`config.mk`:
```
export PLATFORM = sky130hd
export DESIGN_NAME = uart_rx_config_cmd
export DESIGN_NICKNAME = d
export VERILOG_FILES = /design/src/rtl/uart_rx_config_cmd.sv
export SDC_FILE = /design/constraint.sdc
export NUM_CORES = 1
export LEC_CHECK = 0
export ABC_AREA = 1
export CAP_MARGIN = 20
export CELL_PAD_IN_SITES_DETAIL_PLACEMENT = 1
export CELL_PAD_IN_SITES_GLOBAL_PLACEMENT = 1
export CORE_MARGIN = 10
export CORE_UTILIZATION = 30
export CTS_CLUSTER_SIZE = 14
export DETAILED_ROUTE_END_ITERATION = 16
export GPL_TIMING_DRIVEN = 0
export PLACE_DENSITY = 0.75
export SYNTH_ARGS = -nofsm -noshare
export SYNTH_HDL_FRONTEND = slang
export SYNTH_SLANG_ARGS = --single-unit
```
`constraint.sdc`:
```
create_clock -name clk -period 1.95 [get_ports clk]
set_clock_uncertainty 0.15 [all_clocks]
set_input_delay 0.39 -clock clk [delete_from_list [all_inputs] [get_ports clk]]
set_output_delay 0.39 -clock clk [all_outputs]
set_load 0.01 [all_outputs]
```
`src/rtl/uart_rx_config_cmd.sv`:
```
// uart_rx_config_cmd: UART receiver (8N1, or 8E1 when UART_RX_CMD_PARITY_EN is defined) and
// {0xA5, idx, val, chk} frame parser that writes one byte of the live motor config bus busNow.
module uart_rx_config_cmd #(
    parameter int CLKS_PER_BIT = 104,
    parameter int TIMEOUT_CLKS = 50000,
    parameter int BUS_W        = 32
) (
    input  logic             clk,
    input  logic             nRst,
    input  logic             uRx,
    input  logic [BUS_W-1:0] busDefault,
    output logic [BUS_W-1:0] busNow,
    output logic             cmdOk,
    output logic             frameErr,
    output logic             chkErr
);
    localparam int CW = $clog2(CLKS_PER_BIT);
    localparam int TW = $clog2(TIMEOUT_CLKS + 1);
    localparam logic [CW-1:0] BIT_END  = CW'(CLKS_PER_BIT - 1);
    localparam logic [CW-1:0] HALF_END = CW'(CLKS_PER_BIT / 2 - 1);
    localparam logic [TW-1:0] TMO_END  = TW'(TIMEOUT_CLKS);
    typedef enum logic [2:0] {IDLE, START, DATA, PARITY, STOP} rxState_t;
    typedef enum logic [1:0] {P_SYNC, P_IDX, P_VAL, P_CHK} pState_t;
    rxState_t rxState, rxNext;
    pState_t pState, pNext;
    logic rxMeta, rxSync, rxPrev;
    logic [CW-1:0] cnt, cntNext;
    logic [2:0] bitCnt, bitNext;
    logic [7:0] shReg, shNext, idx, idxNext, val, valNext;
    logic byteVld, badFrame, ldDef, okNext, chkNext;
    logic [TW-1:0] tCnt;
    logic [BUS_W-1:0] busNext;
`ifdef UART_RX_CMD_PARITY_EN
    logic parErr, parErrNext;
`endif
    // receiver state register, input synchroniser and frame error pulse
    always_ff @(posedge clk or negedge nRst) begin
        if (!nRst) begin
            rxMeta   <= 1'b1;
            rxSync   <= 1'b1;
            rxPrev   <= 1'b1;
            rxState  <= IDLE;
            cnt      <= '0;
            bitCnt   <= '0;
            shReg    <= '0;
            frameErr <= 1'b0;
`ifdef UART_RX_CMD_PARITY_EN
            parErr   <= 1'b0;
`endif
        end else begin
            rxMeta   <= uRx;
            rxSync   <= rxMeta;
            rxPrev   <= rxSync;
            rxState  <= rxNext;
            cnt      <= cntNext;
            bitCnt   <= bitNext;
            shReg    <= shNext;
            frameErr <= badFrame;
`ifdef UART_RX_CMD_PARITY_EN
            parErr   <= parErrNext;
`endif
        end
    end
    // receiver next state: mid-bit sampling, byteVld on good stop, badFrame otherwise
    always_comb begin
        rxNext   = rxState;
        cntNext  = cnt + 1'b1;
        bitNext  = bitCnt;
        shNext   = shReg;
        byteVld  = 1'b0;
        badFrame = 1'b0;
`ifdef UART_RX_CMD_PARITY_EN
        parErrNext = parErr;
`endif
        case (rxState)
            IDLE: begin
                cntNext = '0;
                if (rxPrev && !rxSync) rxNext = START;
            end
            START: if (cnt == HALF_END) begin
                cntNext = '0;
                bitNext = '0;
                rxNext  = rxSync ? IDLE : DATA;
            end
            DATA: if (cnt == BIT_END) begin
                cntNext = '0;
                shNext  = {rxSync, shReg[7:1]};
                bitNext = bitCnt + 1'b1;
                if (bitCnt == 3'd7) begin
`ifdef UART_RX_CMD_PARITY_EN
                    rxNext = PARITY;
`else
                    rxNext = STOP;
`endif
                end
            end
`ifdef UART_RX_CMD_PARITY_EN
            PARITY: if (cnt == BIT_END) begin
                cntNext    = '0;
                parErrNext = rxSync != ^shReg;
                rxNext     = STOP;
            end
`endif
            STOP: if (cnt == BIT_END) begin
                rxNext = IDLE;
`ifdef UART_RX_CMD_PARITY_EN
                byteVld = rxSync && !parErr;
`else
                byteVld = rxSync;
`endif
                badFrame = !byteVld;
            end
            default: rxNext = IDLE;
        endcase
    end
    // parser state, config register, result pulses and inter-byte timeout counter
    always_ff @(posedge clk or negedge nRst) begin
        if (!nRst) begin
            pState <= P_SYNC;
            idx    <= '0;
            val    <= '0;
            busNow <= '0;
            cmdOk  <= 1'b0;
            chkErr <= 1'b0;
            ldDef  <= 1'b1;
            tCnt   <= '0;
        end else begin
            pState <= pNext;
            idx    <= idxNext;
            val    <= valNext;
            busNow <= busNext;
            cmdOk  <= okNext;
            chkErr <= chkNext;
            ldDef  <= 1'b0;
            tCnt   <= byteVld ? '0 : (tCnt == TMO_END ? tCnt : tCnt + 1'b1);
        end
    end
    // parser next state: a bad frame always resyncs; 0xA5 is only a header in P_SYNC
    always_comb begin
        pNext   = pState;
        idxNext = idx;
        valNext = val;
        busNext = busNow;
        okNext  = 1'b0;
        chkNext = 1'b0;
        if (ldDef) begin
            busNext = busDefault;
        end else if (badFrame) begin
            pNext = P_SYNC;
        end else if (byteVld) begin
            case (pState)
                P_SYNC: if (shReg == 8'hA5) pNext = P_IDX;
                P_IDX: begin
                    idxNext = shReg;
                    pNext   = P_VAL;
                end
                P_VAL: begin
                    valNext = shReg;
                    pNext   = P_CHK;
                end
                default: begin
                    pNext = P_SYNC;
                    if (shReg == (idx ^ val) && idx <= 8'd3) begin
                        busNext[{idx[1:0], 3'b000} +: 8] = val;
                        okNext = 1'b1;
                    end else if (shReg == (idx ^ val) && idx == 8'hFF) begin
                        busNext = busDefault;
                        okNext  = 1'b1;
                    end else begin
                        chkNext = 1'b1;
                    end
                end
            endcase
        end else if (pState != P_SYNC && tCnt == TMO_END) begin
            pNext = P_SYNC;
        end
    end
endmodule
```
==> key figures, run 1 <==
Run status
  – Result of the run: complete, but fails checks
  – Failing checks: setup timing

STA
  – Final setup fails: between 50 and 60
  – Final slew viol count: 0
  – Period utilization: 109.0%
  – Setup TNS: -6.155 ns
  – Final min period: 2.126 ns
  – Final Hold Fails: 0
  – Slew of the pin with the lowest slew margin: ~0.6 ns
  – Final WS setup: -0.1762 ns
  – Max Freq: about 0.47 GHz
  – RSZ-0062 raised after global routing: true
  – Worst slew margin: between 60% and 70%

Yosys
  – Synth Area in Compound Gates: between 7 and 8%
  – Total of warnings raised by yosys: 0
  – Synth Area in Adders: 3.197%
  – Syn avg cell area: between 7 and 8 sq um
  – Syn_nets: 797
  – Combinational family with the most area after synthesis: simple AND/OR/NAND/NOR gates
  – Synthesized area: 5479 sq um
  – Post-Synth XOR/XNOR Area: 0.4796%
  – Synth cell types: 38
  – Seq cells post-synth: 94
  – Mux contribution to synthesized area: 0%
  – Syn Inst Count: roughly 750
  – Post-synthesis simple-gate area fraction: 35.97%
  – Register area share after synthesis: a little over two fifths

Floorplan
  – Die W: about 160 um
  – Rows: 49
  – Die area: ~24000 sq um
  – Die height: around 160 um
  – Io pins: 70
  – Initial Util: a little under a third
  – Core ar.: between 15000 and 20000 sq um

Global route
  – Global Route Usage Sum: 14.76%
  – First-pass GRT wire length: about 29 mm
  – Vias in the first global route: between 5000 and 6000
  – Global route overflow: 0
  – Largest net degree at the start of global routing: 56
  – Antenna violations before repair: 0

Layout
  – Finished Core Util: between 40 and 50%
  – Fillers: ~2200
  – Layout cells sized above 1: between 20% and 30%
  – Nets: 930
  – Fin cells: about 1100
  – ANT cells: 0
  – Area grow syn2layout: 42.32%

Place
  – Gpl congestion: around 0.83
  – Hpwl dp: 12.13 mm
  – DP Cell Count: roughly 1000
  – Pre-CTS setup slack: -0.4894 ns
  – Input/output buffers: 69

Critical path
  – Crit end category: flip-flop
  – Critical path peak fanout: 8
  – Worst EP arrival: 2.27 ns
  – Crit path required time: approximately 2.1 ns
  – CP Class: flip-flop to flip-flop
  – Crit path launch type: flip-flop

Power and ir drop
  – Total Power: 5.177 mW
  – Combinational share of power: 21.4%
  – PwrDens: around 660 nW/um^2
  – Reg power frac: a little over two fifths
  – Clock network fraction of total power: around 36%
  – Sw frac: a little under a third
  – Leakage power: between 3 and 4 nW
  – Internal: about 3.6 mW
  – Switching power: 1.590 mW
  – Max VDD drop: just under 0.5 mV

CTS
  – CTS tree: done
  – Worst-path clk slew: roughly 0.070 ns
  – Clock Tree Root: clkbuf_16
  – Worst skew pair latency: about 0.36 ns
  – Num CTS Buffers: 9
  – Clk buf depth: 2
  – CTS Sinks: 94
  – H-Tree Depth: 3

Route
  – DR vias: about 5400
  – WL final: ~18 mm
  – DRC Markers: 0
  – Starting DRT DRC Count: 223
  – Detailed Routing Iterations Pass 1: 4
  – WL per Instance: around 16 um
  – Via/cell ratio: about 5
  – Routed Antenna Nets: 0

Run
  – Max Cap Viol: 0

Worst hold path
  – HP Class: flip-flop to flip-flop
[path summary, 6_finish.rpt]
path,start,endpoint,slack [ns],depth (start not counted)
max,idx[0]$_DFFE_PN0P_,busNow[8]$_DFFE_PN0P_,-0.18,13
min,rxMeta$_DFF_PN1_,rxSync$_DFF_PN1_,0.21,0
max reg2reg,idx[0]$_DFFE_PN0P_,busNow[8]$_DFFE_PN0P_,-0.18,13
min reg2reg,rxMeta$_DFF_PN1_,rxSync$_DFF_PN1_,0.21,0
max in group asynchronous,nRst,val[7]$_DFFE_PN0P_,0.56,3
min in group asynchronous,nRst,busNow[11]$_DFFE_PN0P_,0.41,2
[critical path: stages (launching register included)]
cell	delay [ns]
dfrtp_2	0.43
buf_6	0.13
nand2_4	0.06
nand2_1	0.07
nand2_1	0.07
nand2_2	0.09
nand2_4	0.07
nor2_8	0.17
nand2_4	0.09
nor2_8	0.24
nand3_4	0.19
nand2_8	0.18
nand2_2	0.06
nand2_1	0.06
[registers in the layout, summed over array words and instances, names as in the netlist]
signal and flops:
cnt 7, bitCnt 3, idx 8, cmdOk 1
rxPrev 1, val 8, tCnt 16, frameErr 1
chkErr 1, rxSync 1, pState 2, busNow 32
rxMeta 1, shReg 8, ldDef 1, rxState 3
[final cells by class]
| cell class | instances | area (sq um) | share of cell area, % |
|---|---|---|---|
| Multi-Input combinational cell | 516 | 3065 | 39.31 |
| Sequential cell | 94 | 2372 | 30.42 |
| Timing Repair Buffer | 118 | 1142 | 14.65 |
| Inverter | 125 | 471.7 | 6.049 |
| Tap cell | 229 | 286.5 | 3.675 |
| Clock buffer | 10 | 229.0 | 2.936 |
| Buffer | 17 | 160.2 | 2.054 |
| Clock inverter | 6 | 70.07 | 0.8986 |
[power by group through the flow]
stage          logic (mW)  registers [mW]  clock network, mW
6_report             1.11            2.23               1.84
3_3_place_gp        0.927            2.23                  0
2_1_floorplan       0.493            2.25                  0
4_1_cts              1.03            2.21               1.89
5_1_grt              1.26            2.25               1.97
3_5_place_dp        0.950            2.24                  0
[cells in the final DEF, fill, tap and decap left out, types with 11 or more instances in the layout]
master and instances:
a21oi_1 12, clkdlybuf4s50_1 68, nand4_1 31, ha_1 12, dfrtp_1 78, buf_4 41, inv_1 95, o21ai_0 37
nand3_2 21, nor2_1 28, inv_2 18, clkinv_1 11, nand2_1 212, buf_6 14, dfrtp_2 12, nand3_1 45
nand2_2 40
[kinds of logic (layout without fill, tap and decap cells)]
logic type      after synthesis  count (layout)
simple gates                422             426
flops                        94              94
buf+inv                     142             276
other cells                   1               1
fa+ha+maj                    14              14
compound gates               72              72
xor+xnor                      3               3
[metal layers]
layer  share of wire, %  global-route usage (%)  wire length [um]
met5                  0                       0                 0
met2                 51                   25.91              9278
met1                 42                   17.45              7618
met3                4.8                   4.025               879
met4                2.0                   3.419               361
[metrics by stage]
stage / hold WS [ns] / instance area, sq um
3_5_place_dp: 0.2029 / 6481
3_3_place_gp: 0.1957 / 6456
6_report: 0.2101 / 7797
2_1_floorplan: -0.05559 / 5479
5_1_grt: 0.2186 / 7797
4_1_cts: 0.2137 / 7432
[Yosys cell counts (all sizes together)]
master  number  area (sq um)
conb         1         3.750
dfstp        4         105.1
buf         14         80.08
nor3        10         55.05
nor2        37         191.4
inv        114         427.9
nand4       32         206.5
a31oi        2         12.51
dfrtp       90          2252
o211ai       1         7.510
or2          2         12.51
clkbuf       3         11.26
nand2      262          1033
a211oi       1         7.510
nor3b        1         7.510
o21a         1         7.510
xor2         3         26.28
ha          14         175.2
o21bai       3         22.52
a21oi       13         65.06
clkinv      11         41.29
nor4         6         43.79
a22o         2         17.52
nand3       72         420.4
o21ai       49         245.2
[repair_timing]
item / in CTS / in global routing
cloned: 4 / 0
gates resized for setup: 85 / 83
pin swaps: 35 / 42
hold endpoints to repair: 35 / 0
endpoints found under the setup margin: 66 / 74
hold buffers: 1 / 0
setup buffers: 34 / 13
(Power assumes the default switching activity.)
==> inputs of run 2 (changes only) <==
ABC_AREA = 0   (was 1)
PLACE_DENSITY = unset   (was 0.75)
PLACE_DENSITY_LB_ADDON = 0.12   (was unset)
==> key figures, run 2 <==
Run status
  – Result of the run: complete, but fails checks
  – Failing checks: setup timing

STA
  – Final min period: 2.466 ns (+0.3393 ns)
  – Final WS setup: -0.5155 ns (-0.3393 ns)
  – Final setup fails: 85 (+67%)
  – Slew of the pin with the lowest slew margin: 0.5712 ns (-0.02582 ns)
  – WHS: 0.2060 ns (-0.004098 ns)
  – RSZ-0062 raised after global routing: true
  – Final Hold Fails: 0 (unchanged)
  – Period utilization: 126.4% (+17 points)
  – Final slew viol count: 0 (unchanged)
  – Worst slew margin: 61.71% (+1.6 points)
  – Max Freq: 0.4056 GHz (-14%)

Layout
  – Most common cell after layout, fill and taps aside: dfrtp_1
  – Largest regs: busNow (32), tCnt (16)
  – Fillers: 1786 (-18%)
  – Nets: 620 (-33%)
  – ANT cells: 0 (unchanged)
  – Number of flip-flops in the largest register: 32 (unchanged)
  – Layout cells sized above 1: 31.42% (+6.4 points)
  – Finished Core Util: 43.74% (+0.33 points)
  – Largest Register: busNow
  – Area grow syn2layout: 44.22%
  – Cell area after layout: 7202 sq um (-7.6%)
  – Commonest non-fill, non-tap cells in the layout: dfrtp_1, clkdlybuf4s50_1, inv_1, nand2_1

Worst hold path
  – Hold Crit Start: rxMeta$_DFF_PN1_
  – HP Class: flip-flop to flip-flop

Yosys
  – Post-synth top area cell: dfrtp_1
  – Syn avg cell area: 11.12 sq um (+52%)
  – Number of flops mapped to enable cells by yosys: 0 (unchanged)
  – Synth cell types: 45 (+18%)
  – Most numerous cell in the Yosys netlist: dfrtp_1
  – Seq cells post-synth: 94 (unchanged)
  – Syn_nets: 498 (-38%)
  – Register area share after synthesis: 47.21% (+4.2 points)
  – Leading post-synthesis cells by cell area: dfrtp_1, mux2_2, mux2i_1
  – Yosys top cell area share: 45.10% (+4.0 points)
  – Predominant post-synthesis flop cell: dfrtp_1
  – Total of warnings raised by yosys: 0 (unchanged)
  – Asr flop ratio synth: 100.0% (unchanged)
  – Syn Inst Count: 449 (-40%)
  – Commonest cells in the netlist: dfrtp_1, inv_1, mux2_2, nand2_1, nor2_1
  – Synthesized area: 4994 sq um (-8.9%)

Route
  – Starting DRT DRC Count: 124 (-44%)
  – Via/cell ratio: 4.710 (-3.2%)
  – WL final: 13.72 mm (-24%)
  – WL per Instance: 17.24 um (+6.0%)
  – DRC Markers: 0 (unchanged)
  – Routed Antenna Nets: 0 (unchanged)
  – Detailed Routing Iterations Pass 1: 4 (unchanged)
  – DR vias: 3749 (-31%)

Power and ir drop
  – PwrDens: 686.7 nW/um^2 (+3.4%)
  – Internal: 3.718 mW (+3.7%)
  – Combinational share of power: 15.8% (-5.6 points)
  – Switching power: 1.227 mW (-23%)
  – Sw frac: 24.82% (-5.9 points)
  – Max VDD drop: 0.3368 mV (-30%)
  – Clock network fraction of total power: 39.8% (+4.2 points)
  – Leakage power: 3.177 nW (-16%)
  – Reg power frac: 44.4% (+1.4 points)

CTS
  – Worst skew pair latency: 0.35 ns (about the same)
  – Worst-path clk slew: 0.07 ns (about the same)
  – Clock Tree Root: clkbuf_16
  – CTS tree: done
  – Clk buf depth: 2 (unchanged)
  – H-Tree Depth: 3 (unchanged)
  – Num CTS Buffers: 9 (unchanged)
  – CTS Sinks: 94 (unchanged)

Place
  – Gpl congestion: 0.7526 (-9.0%)
  – Input/output buffers: 69 (unchanged)
  – Hpwl dp: 9.392 mm (-23%)
  – Dpl cell area: 6131 sq um (-5.4%)

Global route
  – Vias in the first global route: 4186 (-26%)
  – Largest net degree at the start of global routing: 69 (+23%)
  – Antenna violations before repair: 0 (unchanged)
  – First-pass GRT wire length: 22.38 mm (-23%)
  – Global Route Usage Sum: 12.58% (-2.2 points)
  – Global route overflow: 0 (unchanged)

Floorplan
  – Die area: 22210 sq um (-7.7%)
  – Initial Util: 30.33% (-0.17 points)
  – Core ar.: 16470 sq um (-8.3%)
  – Io pins: 70 (unchanged)
  – Rows: 47 (-4.1%)
  – Die height: 149.0 um (-3.9%)
  – Die W: 149.0 um (-3.9%)

Critical path
  – Worst R2R Start: cnt[1]$_DFF_PN0_
  – Crit path launch type: flip-flop
  – Critical path peak fanout: 8 (unchanged)
  – Crit path required time: 2.03 ns (-0.07 ns)
  – CP Class: flip-flop to flip-flop
  – Worst EP arrival: 2.54 ns (+0.27 ns)
  – Crit end category: flip-flop
  – Worst setup path startpoint: cnt[1]$_DFF_PN0_

Run
  – Max Cap Viol: 0 (unchanged)
-- run 2: cell count changes in the layout (fill, tap and decap cells not counted), sizes merged, moves of 9 or more --
cell,previous run,this run
nand4,32,8
buf,62,50
mux2,0,60
mux2i,0,32
o21ai,49,5
nand2,262,43
nand3,76,8
inv,115,47
clkinv,12,3
-- run 2: stage by stage --
| step | power (mW) | cells | setup WS, ns | TNS (ns) |
|---|---|---|---|---|
| 5_1_grt | 5.204 | 796 | -0.5972 | -35.51 |
| 4_1_cts | 4.996 | 781 | -0.5235 | -28.80 |
| 3_5_place_dp | 2.916 | 739 | -0.8704 | -47.33 |
| 3_3_place_gp | 2.887 | 738 | -3.452 | -362.25 |
| 2_1_floorplan | 2.536 | 449 | -0.4781 | -21.95 |
| 6_report | 4.946 | 796 | -0.5155 | -28.52 |
-- run 2: routing by layer --
layer | share of wire [%] | vias up | global-route usage [%]
li1 | - | 1783 | -
met2 | 51 | 39 | 21.69
met1 | 46 | 1916 | 15.44
met5 | 0 | - | 0
met4 | 1.3 | 0 | 4.416
met3 | 2.5 | 11 | 2.154
-- run 2: worst max-delay path, stage by stage, from the launching register on --
cell and delay (ns):
dfrtp_1 0.40, ha_4 0.15, nand4b_1 0.20, or4_4 0.50, a2111oi_4 0.24, clkbuf_16 0.23
o2bb2ai_4 0.14, mux2_1 0.34
-- run 2: area by class of cell --
type / instances / area (sq um) / area share, %
tap: 220 / 275.3 / 3.822
buffer: 9 / 107.6 / 1.494
timing repair buffer: 114 / 1132 / 15.72
sequential: 94 / 2375 / 32.97
inverter: 46 / 172.7 / 2.398
multi-input combinational: 297 / 2806 / 38.97
clock inverter: 6 / 93.84 / 1.303
clock buffer: 10 / 239.0 / 3.318
-- run 2: final timing paths --
kind / end / depth (start not counted) / slack (ns)
max in group asynchronous: ldDef$_DFF_PN1_ / 3 / 0.59
max: busNow[8]$_DFFE_PN0P_ / 7 / -0.52
max reg2reg: busNow[8]$_DFFE_PN0P_ / 7 / -0.52
min in group asynchronous: busNow[26]$_DFFE_PN0P_ / 2 / 0.35
min: rxSync$_DFF_PN1_ / 0 / 0.21
min reg2reg: rxSync$_DFF_PN1_ / 0 / 0.21
-- run 2: repair_timing --
item	4_1_cts	5_1_grt
pin swaps	16	24
endpoints found under the setup margin	85	86
gates resized for setup	58	55
hold buffers	1	0
gates cloned	3	0
hold endpoints to repair	26	0
setup buffers	26	17
-- run 2: power by group through the flow --
| stage | combinational (mW) | sequential [mW] | clock, mW |
|---|---|---|---|
| 2_1_floorplan | 0.302 | 2.23 | 0 |
| 3_3_place_gp | 0.672 | 2.21 | 0 |
| 3_5_place_dp | 0.694 | 2.22 | 0 |
| 4_1_cts | 0.763 | 2.20 | 2.04 |
| 5_1_grt | 0.862 | 2.21 | 2.13 |
| 6_report | 0.780 | 2.20 | 1.97 |
-- run 2: cell families after synthesis --
family	count (synthesis)	synth area share, %
AOI/OAI and AO/OA	29	4.611
xor gates and xnor gates	23	6.239
adders and majority gates	14	3.508
buffers and inverters	58	4.510
DFF	94	47.21
muxes	92	19.94
other	1	0.07510
and+or+nand+nor	138	13.91
==> inputs of run 3 (changes only) <==
TNS_END_PERCENT = 100   (was unset)
==> results of run 3 <==
Same layout as run 2: the final DEF is identical, and so are final timing and power.
